### config.mk
export PLATFORM = sky130hd
export DESIGN_NAME = gray_bin_pipe
export DESIGN_NICKNAME = d
export VERILOG_FILES = /design/src/rtl/gray_pkg.sv /design/src/rtl/gray_bin_core.sv /design/src/rtl/gray_bin_pipe.sv
export SDC_FILE = /design/constraint.sdc
export NUM_CORES = 1
export LEC_CHECK = 0
export CORE_ASPECT_RATIO = 0.75
export CORE_MARGIN = 2
export CORE_UTILIZATION = 57
export CTS_BUF_LIST = sky130_fd_sc_hd__clkbuf_8
export DETAILED_ROUTE_END_ITERATION = 7
export HOLD_SLACK_MARGIN = 0.1
export PLACE_DENSITY = 0.86
export SETUP_SLACK_MARGIN = 0.1
export SYNTH_ARGS = -nofsm -noshare
export SYNTH_HDL_FRONTEND = slang
export SYNTH_SLANG_ARGS = --single-unit
### constraint.sdc
create_clock -name clk -period 3.81 [get_ports clk]
set_input_delay 1.143 -clock clk [delete_from_list [all_inputs] [get_ports clk]]
set_output_delay 1.143 -clock clk [all_outputs]
set_load 0.03 [all_outputs]
### src/rtl/gray_pkg.sv
// Shared Gray/binary helpers: mode encodings and width-generic conversion functions.
// Purely combinational definitions with no latency and no backpressure involvement.
// Values narrower than 32 bits are zero-extended before they are passed in.
package gray_pkg;

    localparam int   MAX_W    = 32;
    localparam logic MODE_G2B = 1'b0;
    localparam logic MODE_B2G = 1'b1;

    typedef logic [MAX_W-1:0] word_t;

    // The XOR prefix runs from the MSB down. Zero upper bits leave narrower codes unaffected.
    function automatic word_t gray2bin(input word_t g);
        word_t b;
        b[MAX_W-1] = g[MAX_W-1];
        for (int i = MAX_W - 2; i >= 0; i--) begin
            b[i] = b[i+1] ^ g[i];
        end
        return b;
    endfunction

    function automatic word_t bin2gray(input word_t b);
        return b ^ (b >> 1);
    endfunction

    function automatic logic hamming_gt1(input word_t a, input word_t b);
        word_t d;
        d = a ^ b;
        return (d & (d - word_t'(1))) != '0;
    endfunction

endpackage

### src/rtl/gray_bin_core.sv
// Combinational Gray<->binary converter, direction chosen by mode.
// Zero latency, so it does not take part in flow control.
// Backpressure is handled entirely by the register stages around it.
module gray_bin_core
    import gray_pkg::*;
#(
    parameter int WIDTH = 4
) (
    input  logic [WIDTH-1:0] data_in,
    input  logic             mode,
    output logic [WIDTH-1:0] data_out
);

    always_comb begin
        data_out = WIDTH'(gray2bin(word_t'(data_in)));
        if (mode == MODE_B2G) begin
            data_out = WIDTH'(bin2gray(word_t'(data_in)));
        end
    end

endmodule

### src/rtl/gray_bin_pipe.sv
// Pipelined Gray<->binary converter with a Gray adjacency checker and a saturating error count.
// Latency is 2 cycles from accept to out_valid, at 1 beat per cycle.
// Each stage loads when it is empty or draining; when stalled the pipe holds 2 beats, then drops in_ready.
module gray_bin_pipe
    import gray_pkg::*;
#(
    parameter int WIDTH     = 4,
    parameter int CHECK_ADJ = 1,
    parameter int CNT_W     = 16
) (
    input  logic             clk,
    input  logic             rst_n,
    input  logic             in_valid,
    output logic             in_ready,
    input  logic [WIDTH-1:0] in_data,
    input  logic             in_mode,
    output logic             out_valid,
    input  logic             out_ready,
    output logic [WIDTH-1:0] out_data,
    output logic             out_mode,
    output logic             adj_err,
    input  logic             clr_err,
    output logic [CNT_W-1:0] err_cnt
);

    logic             s1_valid_q, s1_valid_d;
    logic [WIDTH-1:0] s1_data_q,  s1_data_d;
    logic             s1_mode_q,  s1_mode_d;
    logic             s1_adj_q,   s1_adj_d;
    logic             s2_valid_q, s2_valid_d;
    logic [WIDTH-1:0] s2_data_q,  s2_data_d;
    logic             s2_mode_q,  s2_mode_d;
    logic             s2_adj_q,   s2_adj_d;
    logic [WIDTH-1:0] hist_q,     hist_d;
    logic             hist_vld_q, hist_vld_d;
    logic [CNT_W-1:0] err_cnt_q,  err_cnt_d;

    logic             s2_can_load;
    logic             accept;
    logic             adj_hit;
    logic [WIDTH-1:0] conv_data;

    gray_bin_core #(.WIDTH(WIDTH)) u_core (
        .data_in  (s1_data_q),
        .mode     (s1_mode_q),
        .data_out (conv_data)
    );

    always_comb begin
        s2_can_load = !s2_valid_q | out_ready;
        in_ready    = !s1_valid_q | s2_can_load;
        accept      = in_valid & in_ready;

        adj_hit = 1'b0;
        if (CHECK_ADJ != 0) begin
            adj_hit = accept && (in_mode == MODE_G2B) && hist_vld_q &&
                      hamming_gt1(word_t'(in_data), word_t'(hist_q));
        end

        s1_valid_d = accept | (s1_valid_q & !s2_can_load);
        s1_data_d  = s1_data_q;
        s1_mode_d  = s1_mode_q;
        s1_adj_d   = s1_adj_q;
        if (accept) begin
            s1_data_d = in_data;
            s1_mode_d = in_mode;
            s1_adj_d  = adj_hit;
        end

        s2_valid_d = s2_valid_q;
        s2_data_d  = s2_data_q;
        s2_mode_d  = s2_mode_q;
        s2_adj_d   = s2_adj_q;
        if (s2_can_load) begin
            s2_valid_d = s1_valid_q;
            if (s1_valid_q) begin
                s2_data_d = conv_data;
                s2_mode_d = s1_mode_q;
                s2_adj_d  = s1_adj_q;
            end
        end

        // A clear beats a same-cycle flagged accept: count stays 0 and that beat is not remembered.
        hist_d     = hist_q;
        hist_vld_d = hist_vld_q;
        err_cnt_d  = err_cnt_q;
        if (clr_err) begin
            hist_vld_d = 1'b0;
            err_cnt_d  = '0;
        end else begin
            if (accept && (in_mode == MODE_G2B)) begin
                hist_d     = in_data;
                hist_vld_d = 1'b1;
            end
            if (adj_hit && !(&err_cnt_q)) begin
                err_cnt_d = err_cnt_q + CNT_W'(1);
            end
        end
    end

    always_ff @(posedge clk or negedge rst_n) begin
        if (!rst_n) begin
            s1_valid_q <= 1'b0;
            s1_data_q  <= '0;
            s1_mode_q  <= 1'b0;
            s1_adj_q   <= 1'b0;
            s2_valid_q <= 1'b0;
            s2_data_q  <= '0;
            s2_mode_q  <= 1'b0;
            s2_adj_q   <= 1'b0;
            hist_q     <= '0;
            hist_vld_q <= 1'b0;
            err_cnt_q  <= '0;
        end else begin
            s1_valid_q <= s1_valid_d;
            s1_data_q  <= s1_data_d;
            s1_mode_q  <= s1_mode_d;
            s1_adj_q   <= s1_adj_d;
            s2_valid_q <= s2_valid_d;
            s2_data_q  <= s2_data_d;
            s2_mode_q  <= s2_mode_d;
            s2_adj_q   <= s2_adj_d;
            hist_q     <= hist_d;
            hist_vld_q <= hist_vld_d;
            err_cnt_q  <= err_cnt_d;
        end
    end

    assign out_valid = s2_valid_q;
    assign out_data  = s2_data_q;
    assign out_mode  = s2_mode_q;
    assign adj_err   = s2_adj_q;
    assign err_cnt   = err_cnt_q;

endmodule

==> results of run 1 <==
[cell type report]
cell class / instances / area (sq um) / area share [%]
clock buffers: 5 / 68.8 / 3.08
clock inverters: 3 / 16.3 / 0.727
inverters: 2 / 7.51 / 0.336
multi-input cells: 126 / 861 / 38.5
flip-flops and latches: 35 / 876 / 39.1
well taps: 38 / 47.5 / 2.13
repair buffers: 37 / 360 / 16.1
[power by group]
group	total, mW	leakage [nW]	internal (mW)	switching, mW
Clock	0.259	0.0453	0.125	0.134
Combinational	0.194	0.393	0.0914	0.103
Sequential	0.438	0.452	0.411	0.0265
Total	0.891	0.890	0.628	0.263
[stage by stage]
step                      instances  util (%)  power (mW)
after floorplan                 171         -       0.561
after detailed placement        238      72.8       0.640
after global placement          238      72.8       0.631
after global routing            246      75.7       0.932
after CTS                       246      75.7       0.899
final                           246      75.7       0.891
[worst paths after layout]
check	startpoint	endpoint	slack, ns	depth (start not counted)
max	out_ready	in_ready	0.17	3
max in group asynchronous	rst_n	s1_data_q[2]	2.22	2
min in group asynchronous	rst_n	err_cnt[15]	1.27	2
min	out_data[0]	out_data[0]	0.49	2
min reg2reg	out_data[0]	out_data[0]	0.49	2
max reg2reg	err_cnt[0]	err_cnt[5]	1.20	7
[kinds of logic after synthesis]
group / after synthesis
AO/OA/AOI/OAI: 20
buffers and inverters: 10
adder cells (fa/ha/maj): 1
multiplexers: 21
AND/OR/NAND/NOR: 75
flip-flops: 35
XOR/XNOR: 9
[flip-flops by register name (all words and copies together) (netlist names), 4 cells and up]
name	count
err_cnt	16
hist_q	4
out_data	4
s1_data_q	4
[per-layer routing]
metal / vias to the layer above / share of wire (%) / global-route usage (%)
met1: 698 / 46 / 32.5
met2: 37 / 48 / 40.2
li1: 684 / - / -
met5: - / 0 / 0
met3: 2 / 4.8 / 7.10
met4: 0 / 0.60 / 7.00
[worst max-delay path: cells and delay by family]
kind,cells,cell delay [ns]
buffers and inverters,2,1.17
and+or+nand+nor,1,0.18
[cells in the mapped netlist]
cell type  count
and4_1         1
nor2_1        16
nand3b_1       1
buf_2          3
nand3_1        7
ha_1           1
mux2i_1        1
a21oi_1        8
and3_1         1
a211oi_1       2
nor2b_1        9
nand2b_1       5
buf_6          1
xnor2_1        3
dfrtp_1       35
mux2_2        19
xor2_1         6
nand4b_1       1
nor4b_2        2
clkbuf_1       4
nor3_1         3
nor4_1         4
inv_1          2
o21ai_0        5
or3_1          4
mux2_1         1
nand2_1       12
or4_1          5
nand4_1        4
o31ai_1        5
==> flow_summary_export.csv, run 1 <==
group,metric,value,unit
global_routing,grt_pass1_vias,1410,
setup_path,critPathLaunchType,"input port",
cells_and_area,diodes,0,
synthesis,yosys.area_share.xor_xnor,4.41,%
drt,residual_drc,0,
synthesis,synth_top_area_cell,"dfrtp_1",
sta,max_slew_margin,50.6,%
sta,finalHoldViolCount,0,
synthesis,syn-mean-instance-area,10.4,sq um
power_and_ir_drop,p_leak,0.890,nW
sta,post-route-min-period,3.64,ns
setup_path,cp_cell_sequence,"clkdlybuf4s50_1, nand3b_1, clkdlybuf4s50_1",
synthesis,mappedNetlistArea,1790,sq um
global_routing,grt_use_total,24.9,%
cells_and_area,layout_commonest_cell,"dfrtp_1",
sta,worstMarginPinSlew,0.736,ns
die,floorplan.die.height,52.5,microns
die,floorplan.rows,17,
synthesis,synth.net_count,182,
cells_and_area,layout-drive-gt1-share,15.4,%
clocking,htree_levels,2,
clocking,ctsHoldBuffers,0,
drt,vias_per_cell,5.78,
cells_and_area,design.final.nets,218,
sta,postLayoutSetupSlackWorst,0.173,ns
setup_path,cp.arrival,2.49,ns
synthesis,yosys_warnings,0,
placement,dp_hpwl,2660,microns
clocking,clock_latency,0.28,ns
power_and_ir_drop,ir_drop,0.234,mV
sta,final_max_slew_viol_count,0,
clocking,cts_sinks,35,
setup_path,worstSetupEndpointType,"primary output",
clocking,clk_path_buf_depth,2,
die,fp.dieArea,3600,sq um
die,die_width,68.6,microns
clocking,cts-resized-gates,0,
clocking,cts-root-buf,"clkbuf_8",
die,initial_core_util,60.4,%
drt,detail_route.wirelength,3830,microns
drt,detail-route-antenna-nets,0,
synthesis,area_fraction_in_compound_gates_after_synthesis,6.59,%
synthesis,synth_adder_area_share,0.701,%
synthesis,synth_top_family_by_area,"simple AND/OR/NAND/NOR gates",
synthesis,synth_largest_type_area_fraction,49.1,%
global_routing,number_of_antenna_violations_at_the_first_check_in_global_routing,0,
clocking,cts_setup_buffers,0,
power_and_ir_drop,powerDensity,398,nW/um^2
sta,fin_hold_ws,0.491,ns
global_routing,grt.overflow.total,0,
sta,fin_worst_skew,0.00749,ns
synthesis,synth.lib_cells_used.distinct,30,
drt,wl_per_cell,15.6,microns
cells_and_area,layout.cell_area.non_filler,2240,sq um
setup_path,crit_path_max_fanout,4,
cells_and_area,syn2layout_area_growth,25.3,%
die,io_pins,34,
sta,grt_setup_unrepaired,"false",
placement,place_worst_setup_slack,0.179,ns
clocking,numCtsBuffers,5,
synthesis,synthSimpleGateAreaFrac,23.3,%
sta,setup_violations,0,
job,max_cap_violations,0,
sta,final.period_utilization,95.5,%
setup_path,timing.critical_path.required,2.67,ns
drt,drt_first_pass_iters,4,
placement,io_buffers,33,
clocking,path_clk_slew,0.07,ns
synthesis,synth_top_cells_by_area,"dfrtp_1, mux2_2, nor2_1",
synthesis,netlist_instances,171,
setup_path,worst-setup-path-type,"input port to primary output",
placement,globalplace.congestion,0.798,
drt,drc_marker_count_from_the_first_detailed_route_iteration,108,
drt,vias,1421,
outcome,status,"finished clean",
synthesis,muxShareOfSynthArea,13.2,%
setup_path,cp_slowest_cell,"clkdlybuf4s50_1",
global_routing,wire_length_of_the_first_global_routing_pass,6450,microns
sta,fin_tns_setup,0,ns
placement,placement.cell_area,2150,sq um
die,core_area,2960,sq um
global_routing,pin_count_of_the_biggest_net_entering_global_routing,36,
min_path,min-delay-path-class,"flip-flop to flip-flop",
setup_path,critical-path-top-cell-by-count,"clkdlybuf4s50_1",
cells_and_area,nFillCells,188,
sta,max_freq,275,MHz
setup_path,critical-path-max-stage-delay,0.70,ns
synthesis,ys_seq_area_share,49.1,%
clocking,tritoncts,"built",
synthesis,ys_ff_latch,35,
cells_and_area,layout.cells.most_common_list,"dfrtp_1, clkdlybuf4s50_1, mux2_2, nor2_1, nand2_1",
(Power assumes the default switching activity.)
==> run 2: changes to the inputs <==
ABC_CLOCK_PERIOD_IN_PS = 3810   (was not set)
CORE_MARGIN = 5   (was 2)
==> flow_summary_export.csv, run 2 (synthesis results as in run 1) <==
group,metric,value,unit
drt,residual_drc,0,
clocking,numCtsBuffers,5,
clocking,cts-root-buf,"clkbuf_8",
global_routing,number_of_antenna_violations_at_the_first_check_in_global_routing,0,
cells_and_area,diodes,0,
cells_and_area,syn2layout_area_growth,25.6,%
setup_path,r2r_start,"out_valid",
drt,drt_first_pass_iters,4,
clocking,clk_path_buf_depth,2,
sta,fin_hold_ws,0.504,ns
die,initial_core_util,60.0,%
drt,detail_route.wirelength,4030,microns
setup_path,critPathCapture,"in_ready",
sta,setup_violations,0,
sta,grt_setup_unrepaired,"false",
setup_path,worstSetupEndpointType,"primary output",
global_routing,grt.overflow.total,0,
clocking,clock_latency,0.29,ns
die,fp.dieArea,4360,sq um
global_routing,grt_use_total,20.3,%
global_routing,wire_length_of_the_first_global_routing_pass,6770,microns
cells_and_area,design.final.nets,219,
setup_path,worst-setup-path-type,"input port to primary output",
setup_path,crit_path_max_fanout,4,
sta,fin_worst_skew,0.00538,ns
cells_and_area,layout-drive-gt1-share,15.3,%
cells_and_area,layoutNonFillerInstCount,247,
sta,final_max_slew_viol_count,0,
die,floorplan.rows,17,
die,floorplan.die.height,58.5,microns
clocking,cts_setup_buffers,0,
drt,drc_marker_count_from_the_first_detailed_route_iteration,128,
setup_path,setup.reg_to_reg.worst_slack,1.61,ns
setup_path,critPathLaunchType,"input port",
cells_and_area,seqCellArea,876,sq um
placement,dp_hpwl,2860,microns
sta,worstMarginPinSlew,0.550,ns
job,max_cap_violations,0,
cells_and_area,largest_register_ff_count,16,
power_and_ir_drop,p_leak,0.904,nW
power_and_ir_drop,powerDensity,396,nW/um^2
drt,detail-route-antenna-nets,0,
sta,max_freq,303,MHz
outcome,status,"finished clean",
setup_path,ff2ff_path_depth,6,
cells_and_area,layout_commonest_cell,"dfrtp_1",
clocking,htree_levels,2,
global_routing,pin_count_of_the_biggest_net_entering_global_routing,36,
drt,vias_per_cell,5.87,
placement,number_of_placed_instances_taps_included,239,
die,io_pins,34,
die,die_width,74.6,microns
sta,final.period_utilization,86.6,%
power_and_ir_drop,ir_drop,0.337,mV
setup_path,cp.arrival,2.16,ns
placement,io_buffers,33,
drt,vias,1451,
placement,globalplace.congestion,0.763,
cells_and_area,layout.cells.most_common_list,"dfrtp_1, clkdlybuf4s50_1, mux2_2, nor2_1, nand2_1",
clocking,path_clk_slew,0.06,ns
setup_path,crit_path_start,"out_ready",
min_path,min-delay-path-class,"flip-flop to flip-flop",
cells_and_area,nFillCells,199,
clocking,cts_sinks,35,
setup_path,timing.critical_path.required,2.67,ns
sta,fin_tns_setup,0,ns
global_routing,grt_pass1_vias,1491,
drt,wl_per_cell,16.3,microns
die,core_area,2980,sq um
setup_path,crit-reg2reg-capture,"err_cnt[11]",
sta,max_slew_margin,63.1,%
cells_and_area,multiInputGateArea,861,sq um
sta,post-route-min-period,3.30,ns
sta,finalHoldViolCount,0,
clocking,ctsHoldBuffers,0,
clocking,tritoncts,"built",
==> run 2: cell type report <==
| class | count | share of cell area, % |
|---|---|---|
| Clock inverter | 3 | 0.558 |
| Multi-Input combinational cell | 126 | 38.4 |
| Timing Repair Buffer | 38 | 16.5 |
| Tap cell | 38 | 2.12 |
| Clock buffer | 5 | 3.07 |
| Sequential cell | 35 | 39.0 |
| Inverter | 2 | 0.335 |
==> run 2: worst min-delay path by stage <==
stage,from,end,slack (ns),depth (start not counted)
after floorplan,s1_adj_q,s1_adj_q,0.44,2
after global routing,adj_err,adj_err,0.54,1
final,s1_adj_q,s1_adj_q,0.50,2
after CTS,s1_adj_q,s1_adj_q,0.50,2
after global placement,s1_adj_q,s1_adj_q,0.46,2
after detailed placement,s1_adj_q,s1_adj_q,0.49,2
==> run 2: where the power goes <==
| group | switching [mW] | internal [mW] |
|---|---|---|
| combinational | 0.106 | 0.0912 |
| sequential | 0.0281 | 0.411 |
| clock | 0.129 | 0.123 |
| total | 0.264 | 0.625 |
==> run 2: worst max-delay path, stage by stage <==
cell,delay [ns]
clkdlybuf4s50_1,0.48
nand3b_1,0.19
dlymetal6s2s_1,0.34
==> run 2: layer usage <==
| layer | track usage, % | vias up | routed length [microns] |
|---|---|---|---|
| met4 | 7.87 | 0 | 72 |
| met1 | 24.6 | 713 | 1710 |
| met5 | 0 | - | 0 |
| met3 | 6.48 | 8 | 233 |
| li1 | - | 684 | - |
| met2 | 33.8 | 46 | 2010 |
==> run 2: what timing repair did <==
item / 4_1_cts / 5_1_grt
endpoints found under the setup margin: 0 / 1
gates resized for setup: 0 / 1
endpoints found under the hold margin: 0 / 0
==> run 2: per-stage QoR <==
| stage | setup slack, ns | cell area [sq um] | utilization, % | total power, mW |
|---|---|---|---|---|
| 2_1_floorplan | 0.837 | 1790 | - | 0.561 |
| 3_3_place_gp | 0.175 | 2160 | 72.5 | 0.634 |
| 3_5_place_dp | 0.130 | 2160 | 72.5 | 0.645 |
| 4_1_cts | 0.122 | 2240 | 75.3 | 0.894 |
| 5_1_grt | 0.481 | 2240 | 75.3 | 0.934 |
| 6_report | 0.512 | 2240 | 75.3 | 0.889 |
